## config.mk

```make
export PLATFORM = sky130hd
export DESIGN_NAME = mem_lsu
export DESIGN_NICKNAME = d
export VERILOG_FILES = /design/src/rtl/mem_lsu_pkg.sv /design/src/rtl/mem_lsu_align.sv /design/src/rtl/mem_lsu.sv
export SDC_FILE = /design/constraint.sdc
export NUM_CORES = 1
export LEC_CHECK = 0
export ABC_AREA = 1
export CORE_MARGIN = 2
export CORE_UTILIZATION = 38
export DETAILED_ROUTE_END_ITERATION = 10
export GPL_TIMING_DRIVEN = 0
export PLACE_DENSITY = 0.88
export SLEW_MARGIN = 0
export SYNTH_ARGS = -nofsm -noshare
export SYNTH_HDL_FRONTEND = slang
export SYNTH_SLANG_ARGS = --single-unit
```

## constraint.sdc

```tcl
create_clock -name clk -period 1.4 [get_ports clk]
set_input_delay 0.28 -clock clk [delete_from_list [all_inputs] [get_ports clk]]
set_output_delay 0.28 -clock clk [all_outputs]
set_load 0.02 [all_outputs]
```

## src/rtl/mem_lsu_pkg.sv

```systemverilog
// Shared definitions for the load/store unit: size encodings, FSM states and lane helpers.
// Lane k occupies bits [8k+7:8k] and is written when wmask[3-k] is set.
package mem_lsu_pkg;

    localparam logic [1:0] SZ_BYTE = 2'b00;
    localparam logic [1:0] SZ_HALF = 2'b01;
    localparam logic [1:0] SZ_WORD = 2'b10;

    typedef enum logic [2:0] {
        IDLE,
        STORE,
        LOAD_REQ,
        LOAD_WAIT,
        RESP
    } state_e;

    // Encoding 2'b11 behaves exactly like a word access.
    function automatic logic [1:0] norm_size(input logic [1:0] size);
        logic [1:0] res;
        res = (size == 2'b11) ? SZ_WORD : size;
        return res;
    endfunction

    function automatic logic [1:0] align_offset(input logic [1:0] size, input logic [1:0] offset);
        logic [1:0] res;
        case (norm_size(size))
            SZ_BYTE: res = offset;
            SZ_HALF: res = {offset[1], 1'b0};
            default: res = 2'b00;
        endcase
        return res;
    endfunction

    function automatic logic is_misaligned(input logic [1:0] size, input logic [1:0] offset);
        return align_offset(size, offset) != offset;
    endfunction

    function automatic logic [3:0] lane_mask(input logic [1:0] size, input logic [1:0] offset);
        logic [3:0] res;
        case (norm_size(size))
            SZ_BYTE: res = 4'b1000 >> offset;
            SZ_HALF: res = offset[1] ? 4'b0011 : 4'b1100;
            default: res = 4'b1111;
        endcase
        return res;
    endfunction

endpackage

```

## src/rtl/mem_lsu_align.sv

```systemverilog
// Combinational data path: store lane replication, write-mask generation and
// load extraction with sign/zero extension.
module mem_lsu_align
    import mem_lsu_pkg::*;
(
    input  logic [1:0]  st_size,
    input  logic [1:0]  st_offset,
    input  logic [31:0] st_data,
    output logic [31:0] st_wdata,
    output logic [3:0]  st_wmask,
    input  logic [1:0]  ld_size,
    input  logic [1:0]  ld_offset,
    input  logic        ld_signed,
    input  logic [31:0] ld_rdata,
    output logic [31:0] ld_data
);

    logic [1:0]       st_sz;
    logic [1:0]       ld_sz;
    logic [3:0][7:0]  st_lane;
    logic [31:0]      ld_shifted;

    assign st_sz    = norm_size(st_size);
    assign ld_sz    = norm_size(ld_size);
    assign st_wmask = lane_mask(st_sz, st_offset);

    // Replicating the datum on every lane lets the mask alone select the target bytes.
    generate
        for (genvar gi = 0; gi < 4; gi++) begin : g_lane
            assign st_lane[gi] = (st_sz == SZ_BYTE) ? st_data[7:0] :
                                 (st_sz == SZ_HALF) ? st_data[8*(gi%2) +: 8] :
                                                      st_data[8*gi +: 8];
        end
    endgenerate

    assign st_wdata   = st_lane;
    assign ld_shifted = ld_rdata >> {ld_offset, 3'b000};

    always_comb begin
        ld_data = ld_shifted;
        case (ld_sz)
            SZ_BYTE: ld_data = {{24{ld_signed & ld_shifted[7]}}, ld_shifted[7:0]};
            SZ_HALF: ld_data = {{16{ld_signed & ld_shifted[15]}}, ld_shifted[15:0]};
            default: ld_data = ld_shifted;
        endcase
    end

endmodule

```

## src/rtl/mem_lsu.sv

```systemverilog
// Single-outstanding load/store initiator for a single-port block RAM.
// Define MISALIGN_TRAP_EN to reject misaligned half/word accesses with resp_err instead of aligning them.
module mem_lsu
    import mem_lsu_pkg::*;
#(
    parameter int ADDR_W = 13
) (
    input  logic              clk,
    input  logic              rst,
    input  logic              req_valid,
    output logic              req_ready,
    input  logic              req_we,
    input  logic [31:0]       req_addr,
    input  logic [1:0]        req_size,
    input  logic              req_signed,
    input  logic [31:0]       req_wdata,
    output logic              resp_valid,
    output logic [31:0]       resp_rdata,
    output logic              resp_err,
    output logic              ren,
    output logic [ADDR_W-1:0] addr,
    input  logic [31:0]       rdata,
    input  logic              rd_valid,
    output logic              wen,
    output logic [31:0]       wdata,
    output logic [3:0]        wmask
);

    state_e            state_q, state_d;
    logic              ren_q, ren_d;
    logic              wen_q, wen_d;
    logic              resp_valid_q, resp_valid_d;
    logic              resp_err_q, resp_err_d;
    logic [ADDR_W-1:0] addr_q, addr_d;
    logic [31:0]       wdata_q, wdata_d;
    logic [3:0]        wmask_q, wmask_d;
    logic [31:0]       resp_rdata_q, resp_rdata_d;
    logic [1:0]        size_q, size_d;
    logic [1:0]        offset_q, offset_d;
    logic              signed_q, signed_d;

    logic [1:0]        req_off_aligned;
    logic              req_mis;
    logic [31:0]       st_wdata;
    logic [3:0]        st_wmask;
    logic [31:0]       ld_data;
    logic              unused_addr_bits;

    assign req_off_aligned  = align_offset(req_size, req_addr[1:0]);
    assign unused_addr_bits = ^req_addr[31:ADDR_W];

`ifdef MISALIGN_TRAP_EN
    assign req_mis = is_misaligned(req_size, req_addr[1:0]);
`else
    assign req_mis = 1'b0;
`endif

    mem_lsu_align u_align (
        .st_size   (req_size),
        .st_offset (req_off_aligned),
        .st_data   (req_wdata),
        .st_wdata  (st_wdata),
        .st_wmask  (st_wmask),
        .ld_size   (size_q),
        .ld_offset (offset_q),
        .ld_signed (signed_q),
        .ld_rdata  (rdata),
        .ld_data   (ld_data)
    );

    always_comb begin
        state_d      = state_q;
        ren_d        = 1'b0;
        wen_d        = 1'b0;
        resp_valid_d = 1'b0;
        resp_err_d   = 1'b0;
        addr_d       = addr_q;
        wdata_d      = wdata_q;
        wmask_d      = wmask_q;
        resp_rdata_d = resp_rdata_q;
        size_d       = size_q;
        offset_d     = offset_q;
        signed_d     = signed_q;

        case (state_q)
            IDLE: begin
                if (req_valid) begin
                    size_d   = norm_size(req_size);
                    offset_d = req_off_aligned;
                    signed_d = req_signed;
                    if (req_mis) begin
                        state_d      = RESP;
                        resp_valid_d = 1'b1;
                        resp_err_d   = 1'b1;
                        resp_rdata_d = '0;
                    end else if (req_we) begin
                        state_d      = STORE;
                        addr_d       = {req_addr[ADDR_W-1:2], req_off_aligned};
                        wdata_d      = st_wdata;
                        wmask_d      = st_wmask;
                        wen_d        = 1'b1;
                        resp_valid_d = 1'b1;
                        resp_rdata_d = '0;
                    end else begin
                        state_d = LOAD_REQ;
                        addr_d  = {req_addr[ADDR_W-1:2], req_off_aligned};
                        ren_d   = 1'b1;
                    end
                end
            end
            STORE: begin
                state_d = IDLE;
            end
            LOAD_REQ: begin
                state_d = LOAD_WAIT;
            end
            LOAD_WAIT: begin
                // No timeout: the memory is trusted to answer every read.
                if (rd_valid) begin
                    state_d      = RESP;
                    resp_rdata_d = ld_data;
                    resp_valid_d = 1'b1;
                end
            end
            RESP: begin
                state_d = IDLE;
            end
            default: begin
                state_d = IDLE;
            end
        endcase
    end

    always_ff @(posedge clk) begin
        if (rst) begin
            state_q      <= IDLE;
            ren_q        <= 1'b0;
            wen_q        <= 1'b0;
            resp_valid_q <= 1'b0;
            resp_err_q   <= 1'b0;
            addr_q       <= '0;
            wdata_q      <= '0;
            wmask_q      <= '0;
            resp_rdata_q <= '0;
            size_q       <= SZ_BYTE;
            offset_q     <= 2'b00;
            signed_q     <= 1'b0;
        end else begin
            state_q      <= state_d;
            ren_q        <= ren_d;
            wen_q        <= wen_d;
            resp_valid_q <= resp_valid_d;
            resp_err_q   <= resp_err_d;
            addr_q       <= addr_d;
            wdata_q      <= wdata_d;
            wmask_q      <= wmask_d;
            resp_rdata_q <= resp_rdata_d;
            size_q       <= size_d;
            offset_q     <= offset_d;
            signed_q     <= signed_d;
        end
    end

    assign req_ready  = (state_q == IDLE);
    assign ren        = ren_q;
    assign wen        = wen_q;
    assign addr       = addr_q;
    assign wdata      = wdata_q;
    assign wmask      = wmask_q;
    assign resp_valid = resp_valid_q;
    assign resp_rdata = resp_rdata_q;
    assign resp_err   = resp_err_q;

endmodule

```

==> out/results.txt, run 1 <==
The run finished, with violations left. The checks that failed: setup timing. The smallest setup slack after layout is -0.0645 ns. The tools report the startpoint of the most critical hold path as resp_rdata[10]. The worst supply voltage drop on vdd was 0.567 mV; the slew of the pin with the lowest slew margin was 0.592 ns.

The tools report the number of nets in the final layout as 932. The number of hold buffers added after CTS was 0. The final weighted congestion in routability-driven placement is 0.947, and the number of primary I/O pins is 190. Clock tree synthesis selected as its root buffer the cell clkbuf_16. The remaining antenna violation count after routing came out at 0. Entering global routing, the biggest net connects 20 pins. The initialized floorplan defines 38 standard-cell rows. Setup repair after global routing could not meet its margin everywhere.

The number of max-slew violations in the final report was 0; the worst reg2reg path depth was 9. Clock-pin slew was measured on the worst setup and hold paths at 0.07 ns. Summed over all nets, the switching power comes to 2.26 mW. For this design the ratio of total power to cell area is 1090 mW/mm². The tools report the sequential area share after synthesis as 41.9%.

The signal on the critical path passes through nor3_4 > buf_6 > nand3_4 > buf_6 > nand2_4 > inv_8 > clkbuf_16 > nand2_1 > a21oi_1. Net switching is 31.2% of the power. The total standard cell area after synthesis is 0.00430 mm², and the final setup violation count is 47. The number of register bits inferred by synthesis came out at 90. The number of violations of the max-capacitance limit was 0; the achievable clock frequency was 683 MHz. The combinational share of power was 27.7%; the number of diodes added for antenna fixing was 0. The wire length of the first global-routing pass is 22500 µm.

For this run, the total global-route usage over all layers was measured as 24.3%. The clock network is responsible for 34.0% of the overall power. Startpoint class of the critical path: a register. The per-instance average area after synthesis came out at 6.75 µm². Data arrives at the worst endpoint at 1.66 ns. The final route contains 4903 vias. Final worst clock skew: 0.00985 ns. The count of H-tree levels built during CTS is 3, and the number of instances in the placed design is 945.

Yosys printed 0 warnings. The top cell family by delay on the critical path was buffers and inverters. The clock network latency to the later pin of the worst-skew pair is 0.34 ns, and the residual overflow from global routing is 0. Final-report hold violation count: 0. The number of buffers on the longest clock path was 2. The register-to-register setup slack was -0.06 ns; the final critical-path required period was 1.46 ns.

The path class of the tightest hold or removal check is reg2reg. Counting every sink on the clock net gives 90. The sequential cell fraction of total power is 38.3%, and the fraction of final layout cells sized beyond drive strength 1 is 11.2%. The initial antenna violation count is 0, and the width of the die is 110 µm.

The gate count of the mapped netlist is 637. Along the worst path, the maximum fanout reaches 9. The number of buffers created by CTS is 9. The design internal power is 5.00 mW, and the routed length per instance is 15.3 µm.

Buffers placed on the I/O ports in this run total 168. For this run, the detailed router's first-pass iteration total came to 4. Hold is met by 0.460 ns. In this run the standard cell core region covers 0.0109 mm².

The worst pin sits at a relative slew slack of 60.5%. The depth of the worst hold-timing path came out at 2. The netlist uses 27 different library cells. For this design the static power due to leakage is 3.17 nW. The wire-length estimate of the detail-placed layout is 11200 µm. The worst flop-to-flop path endpoint is resp_rdata[22]. The non-filler instance count after layout is 973, and the relative area change from synthesis to final layout is 55.0%.

The final layout contains routed wiring with a total length of 14900 µm. TritonCTS built the clock tree. Die height: 110 µm. Via count of the first global-routing pass: 4496. The final clock period utilization by the worst path came out at 105%. The worst setup path is of the reg2reg kind. The tools report the type of element capturing the critical path as a register. Once the floorplan was initialized, standard cells occupied 39.3% of the core. The number of filler instances in the final layout was 1011; the sum of buffers and inverters on the critical path was 4. On the worst path, the slowest cell contributes a delay of 0.34 ns. Number of DRC markers in iteration 0: 272.

Cell with the biggest individual delay on the critical path: dfxtp_2. In this run the critical register-to-register path is launched from state_q[0]. After detailed routing, the number of vias per cell comes to 5.04. The area of the die came out at 0.0122 mm². By instance count, the cell type seen most on the critical path is buf_6. The number of nets handed over by synthesis was 741. In the routed design, unresolved DRC markers number 0. The total chip power is 7.26 mW.

For this run, the share of the core covered by cells in the final layout is 60.9%. The tools report the endpoint with the worst hold slack as resp_rdata[10]. The data required time of the critical path is 1.60 ns.
## through the flow
| step | worst slack (ns) | cell area (µm²) | TNS [ns] |
|---|---|---|---|
| 2_1_floorplan | 0.00771 | 4300 | 0 |
| 3_3_place_gp | -0.447 | 6160 | -28.11 |
| 6_report | -0.0645 | 6670 | -1.88 |
| 3_5_place_dp | -0.500 | 6160 | -29.59 |
| 4_1_cts | -0.131 | 6460 | -3.60 |
| 5_1_grt | -0.150 | 6670 | -6.85 |
## repair_timing
item,CTS,global route
pin swaps,1,3
cloned,0,4
setup endpoints to repair,164,87
setup buffers,6,5
gates resized for setup,115,39
## routing by layer
layer	wire, µm	track usage [%]	up-vias
met2	6990	41.8	224
met3	1570	8.35	27
met4	422	7.05	0
li1	-	-	2454
met5	0	0	-
met1	5930	28.5	2198
## sequential cells by signal (all words and copies together), names as in the netlist
signal / count
wdata: 32
state_q: 3
ren: 1
size_q: 2
wmask: 4
resp_rdata: 32
addr: 13
signed_q: 1
wen: 1
resp_valid: 1
## logic make-up after synthesis
group                  count (synthesis)  synth area share, %
and+or+nand+nor                      338                 32.8
AOI/OAI and AO/OA                    138                 16.6
DFF                                   90                 41.9
buffers and inverters                 70                 8.70
other                                  1               0.0872
## placed cells by master, fill, tap and decap left out, drive strengths merged, types with 24 or more instances in the layout
cell type / instances
dlygate4sd2: 84
nand2: 272
a21oi: 105
clkdlybuf4s50: 83
clkbuf: 26
inv: 26
buf: 42
o21ai: 24
dfxtp: 90
nand3: 55
## worst max-delay path by stage
stage          slack, ns         from  cells after the start             end
4_1_cts            -0.13   state_q[2]                      9  resp_rdata[21]
3_5_place_dp       -0.50  req_size[1]                      7       wdata[21]
3_3_place_gp       -0.45  req_size[1]                      7       wdata[19]
5_1_grt            -0.15   state_q[0]                      9  resp_rdata[30]
2_1_floorplan      0.008      addr[1]                      8  resp_rdata[22]
6_report           -0.06   state_q[0]                      9  resp_rdata[22]
## worst min-delay path: stages, from the launching register on
cell     delay, ns
dfxtp_1       0.31
nand2_1       0.06
a21oi_1       0.05
## power by group through the flow
stage / clock [mW] / sequential [mW] / combinational, mW
5_1_grt: 2.64 / 2.80 / 2.19
4_1_cts: 2.50 / 2.78 / 1.86
3_3_place_gp: 0 / 2.84 / 1.82
6_report: 2.47 / 2.78 / 2.01
2_1_floorplan: 0 / 2.98 / 0.900
3_5_place_dp: 0 / 2.84 / 1.83
## cell usage after synthesis, drive strengths merged
library cell | count | area (µm²)
o21ai | 24 | 120
inv | 23 | 93.9
nor3 | 2 | 21.3
o22ai | 1 | 6.26
conb | 1 | 3.75
o211ai | 7 | 52.6
nor2 | 9 | 38.8
buf | 30 | 215
dfxtp | 90 | 1800
nand2 | 272 | 1030
clkbuf | 15 | 56.3
clkinv | 2 | 8.75
a211oi | 1 | 7.51
nand3 | 55 | 318
a21oi | 105 | 526
## layout make-up
class / count / area [µm²] / share of cell area [%]
Buffer: 42 / 335 / 5.03
Tap cell: 140 / 175 / 2.63
Sequential cell: 90 / 1810 / 27.1
Clock inverter: 6 / 72.6 / 1.09
Multi-Input combinational cell: 477 / 2180 / 32.6
Clock buffer: 10 / 229 / 3.44
Inverter: 25 / 111 / 1.67
Timing Repair Buffer: 183 / 1760 / 26.4
Note: power is estimated with default switching activity, not from simulation.
==> run 2: changes to the inputs <==
CTS_CLUSTER_SIZE = 28   (was not set)
==> results of run 2 <==
The final DEF is identical to that of run 1; final timing and power are the same.
==> run 3: changes to the inputs <==
PLACE_DENSITY = not set   (was 0.88)
PLACE_DENSITY_LB_ADDON = 0.08   (was not set)
clock period = 1.27 ns   (was 1.4 ns; I/O delays follow)
==> out/results.txt, run 3 (synthesized netlist as in run 1, its figures left out) <==
The number of primary I/O pins is 190 (unchanged). For the final weighted congestion in routability-driven placement, the log shows 0.911 (was 0.947). The cell area power density came out at 1150 mW/mm² (was 1090 mW/mm²). The number of buffers on the longest clock path is 2 (unchanged). Cell seen most often among critical-path stages: buf_6 (unchanged). The number of instances in the placed design was 945 (unchanged). The kind of critical path was reg2reg (unchanged). The initial antenna violation count is 0 (unchanged), and the final clock period utilization by the worst path is 126% (was 105%). The relative area change from synthesis to final layout was 78.7% (was 55.0%); the switching power as a share of total power was 32.3% (was 31.2%).

The sequential cell fraction of total power was 35.3% (was 38.3%). The buffer cell driving the clock tree root was clkbuf_16 (unchanged). The number of buffers created by CTS is 9 (unchanged).

Largest net degree at the start of global routing: 20 (unchanged). The top cell family by delay on the critical path was buffers and inverters (unchanged). The clock sink count came out at 90 (unchanged).

The width of the die is 110 µm (unchanged). The logs give 1.48 ns (was 1.60 ns) for the data required time of the critical path and 0 (unchanged) for the residual overflow from global routing. Max-slew headroom at the worst pin: 43.7% (was 60.5%). The run gives 11600 µm (was 11200 µm) as the post-detailed-placement half-perimeter wirelength. The number of max-slew violations in the final report came out at 0 (unchanged). The cell with the biggest individual delay on the critical path was dfxtp_4 (was dfxtp_2).

Number of design rule violations left after detail routing: 0 (unchanged). The die height was 110 µm (unchanged); the number of nets in the final layout was 956 (was 932). The tools report the total chip power as 8.86 mW (was 7.26 mW). The flow ran to the end, but the final reports show violations.

The fraction of met1 tracks used by global routing was 31.1% (was 28.5%). The worst hold path class is reg2reg (unchanged). Leading cell types in the layout, fill and taps excluded: nand2_1 (201), clkdlybuf4s50_1 (82), dfxtp_1 (77), a21oi_2 (64), nand2_4 (55) (was nand2_1 (266), a21oi_1 (104), dfxtp_1 (85), dlygate4sd2_1 (84), clkdlybuf4s50_1 (83)).

The combinational share of power was 32.8% (was 27.7%); the remaining antenna violation count after routing was 0 (unchanged). The smallest setup slack after layout is -0.328 ns (was -0.0645 ns). Highest-utilization routing layer at the global route stage: met2 (unchanged). The sum of buffers and inverters on the critical path came out at 5 (was 4). Routed length per instance: 17.2 µm (was 15.3 µm). Type of element capturing the critical path: a register (unchanged).

The vias per cell is 5.16 (was 5.04), and the net switching power is 2.86 mW (was 2.26 mW). The tools report the worst supply voltage drop on vdd as 0.764 mV (was 0.567 mV). The number of violations of the max-capacitance limit was 0 (unchanged); the aggregate routed wire length was 17200 µm (was 14900 µm).

The final setup violation count was 90 (was 47); the maximum fanout along the worst path was 5 (was 9). The clock-pin slew of the registers on the worst-case setup and hold paths was 0.07 ns (about the same). The core region area was 0.0109 mm² (unchanged); the number of hold buffers added after CTS was 0 (unchanged).

Failing checks: setup timing (unchanged). The most common cell after layout, fill and taps aside was nand2_1 (unchanged). The number of diodes added for antenna fixing was 0 (unchanged).

The via count of the first global-routing pass is 5235 (was 4496), and the final critical-path required period is 1.60 ns (was 1.46 ns). Chain of cells forming the critical path: nor3_4 > buf_6 > nand3_4 > buf_6 > nand2_8 > buf_12 > inv_8 > buf_8 > nand2_2 > a21oi_2 (was nor3_4 > buf_6 > nand3_4 > buf_6 > nand2_4 > inv_8 > clkbuf_16 > nand2_1 > a21oi_1). The startpoint class of the critical path was a register (unchanged). The non-filler instance count after layout was 997 (was 973).

Final worst clock skew: 0.00727 ns (was 0.00985 ns). The tools report the global-route track usage on met3 as 7.47% (was 8.35%). The fraction of final layout cells sized beyond drive strength 1 is 41.4% (was 11.2%). Maximum cell stage delay along the critical path: 0.36 ns (was 0.34 ns). The site row count came out at 38 (unchanged). TritonCTS built the clock tree.

For the total number of vias, the log shows 5148 (was 4903). For the area of the die, the log shows 0.0122 mm² (unchanged). The wire length of the first global-routing pass is 25900 µm (was 22500 µm), and the slew of the pin with the lowest slew margin is 0.845 ns (was 0.592 ns).

The logs give 1.81 ns (was 1.66 ns) for the data arrival time of the worst path and 28.2% (was 24.3%) for the global-route total usage across every layer. Setup repair after global routing could not meet its margin everywhere. The logs give 6.00 mW (was 5.00 mW) for the design internal power and 268 (was 272) for the number of DRC markers in iteration 0. For the effective utilization at floorplan, the log shows 39.3% (unchanged). The static leakage was 3.38 nW (was 3.17 nW); the clock network latency to the later pin of the worst-skew pair was 0.36 ns (was 0.34 ns).

The tools report the worst-case hold slack as 0.466 ns (was 0.460 ns). The count of H-tree levels built during CTS was 3 (unchanged). The met2 capacity usage during global routing is 50.5% (was 41.8%), and the number of buffers added on ports is 168 (unchanged).

For the iteration count of the initial detailed-routing pass, the log shows 5 (was 4). The final-report hold violation count is 0 (unchanged). The run gives 626 MHz (was 683 MHz) as the achievable clock frequency. The clock share of power is 32.0% (was 34.0%).
run 3: power groups by stage:
stage                     Clock (mW)  Sequential, mW  Combinational (mW)
after detailed placement           0            3.14                2.05
after global placement             0            3.13                2.04
after global routing            2.99            3.14                3.10
after CTS                       2.85            3.10                2.75
final                           2.83            3.12                2.90
after floorplan                    0            3.29                1.01
run 3: per-stage QoR:
stage	worst slack [ns]	setup TNS, ns	cell area [µm²]	util (%)
finish	-0.328	-18.76	7680	70.3
global route	-0.341	-20.70	7680	70.3
CTS	-0.270	-13.18	7640	69.9
detailed placement	-0.565	-37.58	6190	56.6
global placement	-0.531	-34.78	6190	56.6
floorplan	-0.0208	-0.533	4330	-
run 3: worst min-delay path: cells and delay by family (launching register included):
family | cells | cell delay, ns
compound gates | 1 | 0.04
simple gates | 1 | 0.07
flops | 1 | 0.32
run 3: final timing paths:
path / start / to / slack, ns / cells after the start
worst max-delay path: state_q[1] / resp_rdata[9] / -0.33 / 10
worst min-delay path: resp_rdata[3] / resp_rdata[3] / 0.47 / 2
worst max register to register: state_q[1] / resp_rdata[9] / -0.33 / 10
worst min register to register: resp_rdata[3] / resp_rdata[3] / 0.47 / 2
run 3: area by class of cell:
type / instances / area, µm²
clock buffer: 12 / 268
timing repair inverter: 2 / 27.5
multi-input combinational: 477 / 2960
timing repair buffer: 204 / 1840
sequential: 90 / 1820
clock inverter: 4 / 47.5
inverter: 25 / 126
buffer: 43 / 415
fill: 898 / 3250
tap: 140 / 175
run 3: metal layers:
layer,wire length (µm),share of wire [%]
met1,6680,39
met2,8670,51
met3,1260,7.3
met4,544,3.2
met5,0,0
run 3: timing repair:
action                                  in CTS  in global routing
gates cloned                                14                  0
pin swaps                                   44                  1
buffers inserted                            23                  3
endpoints found under the setup margin     171                141
resized for setup                          482                152
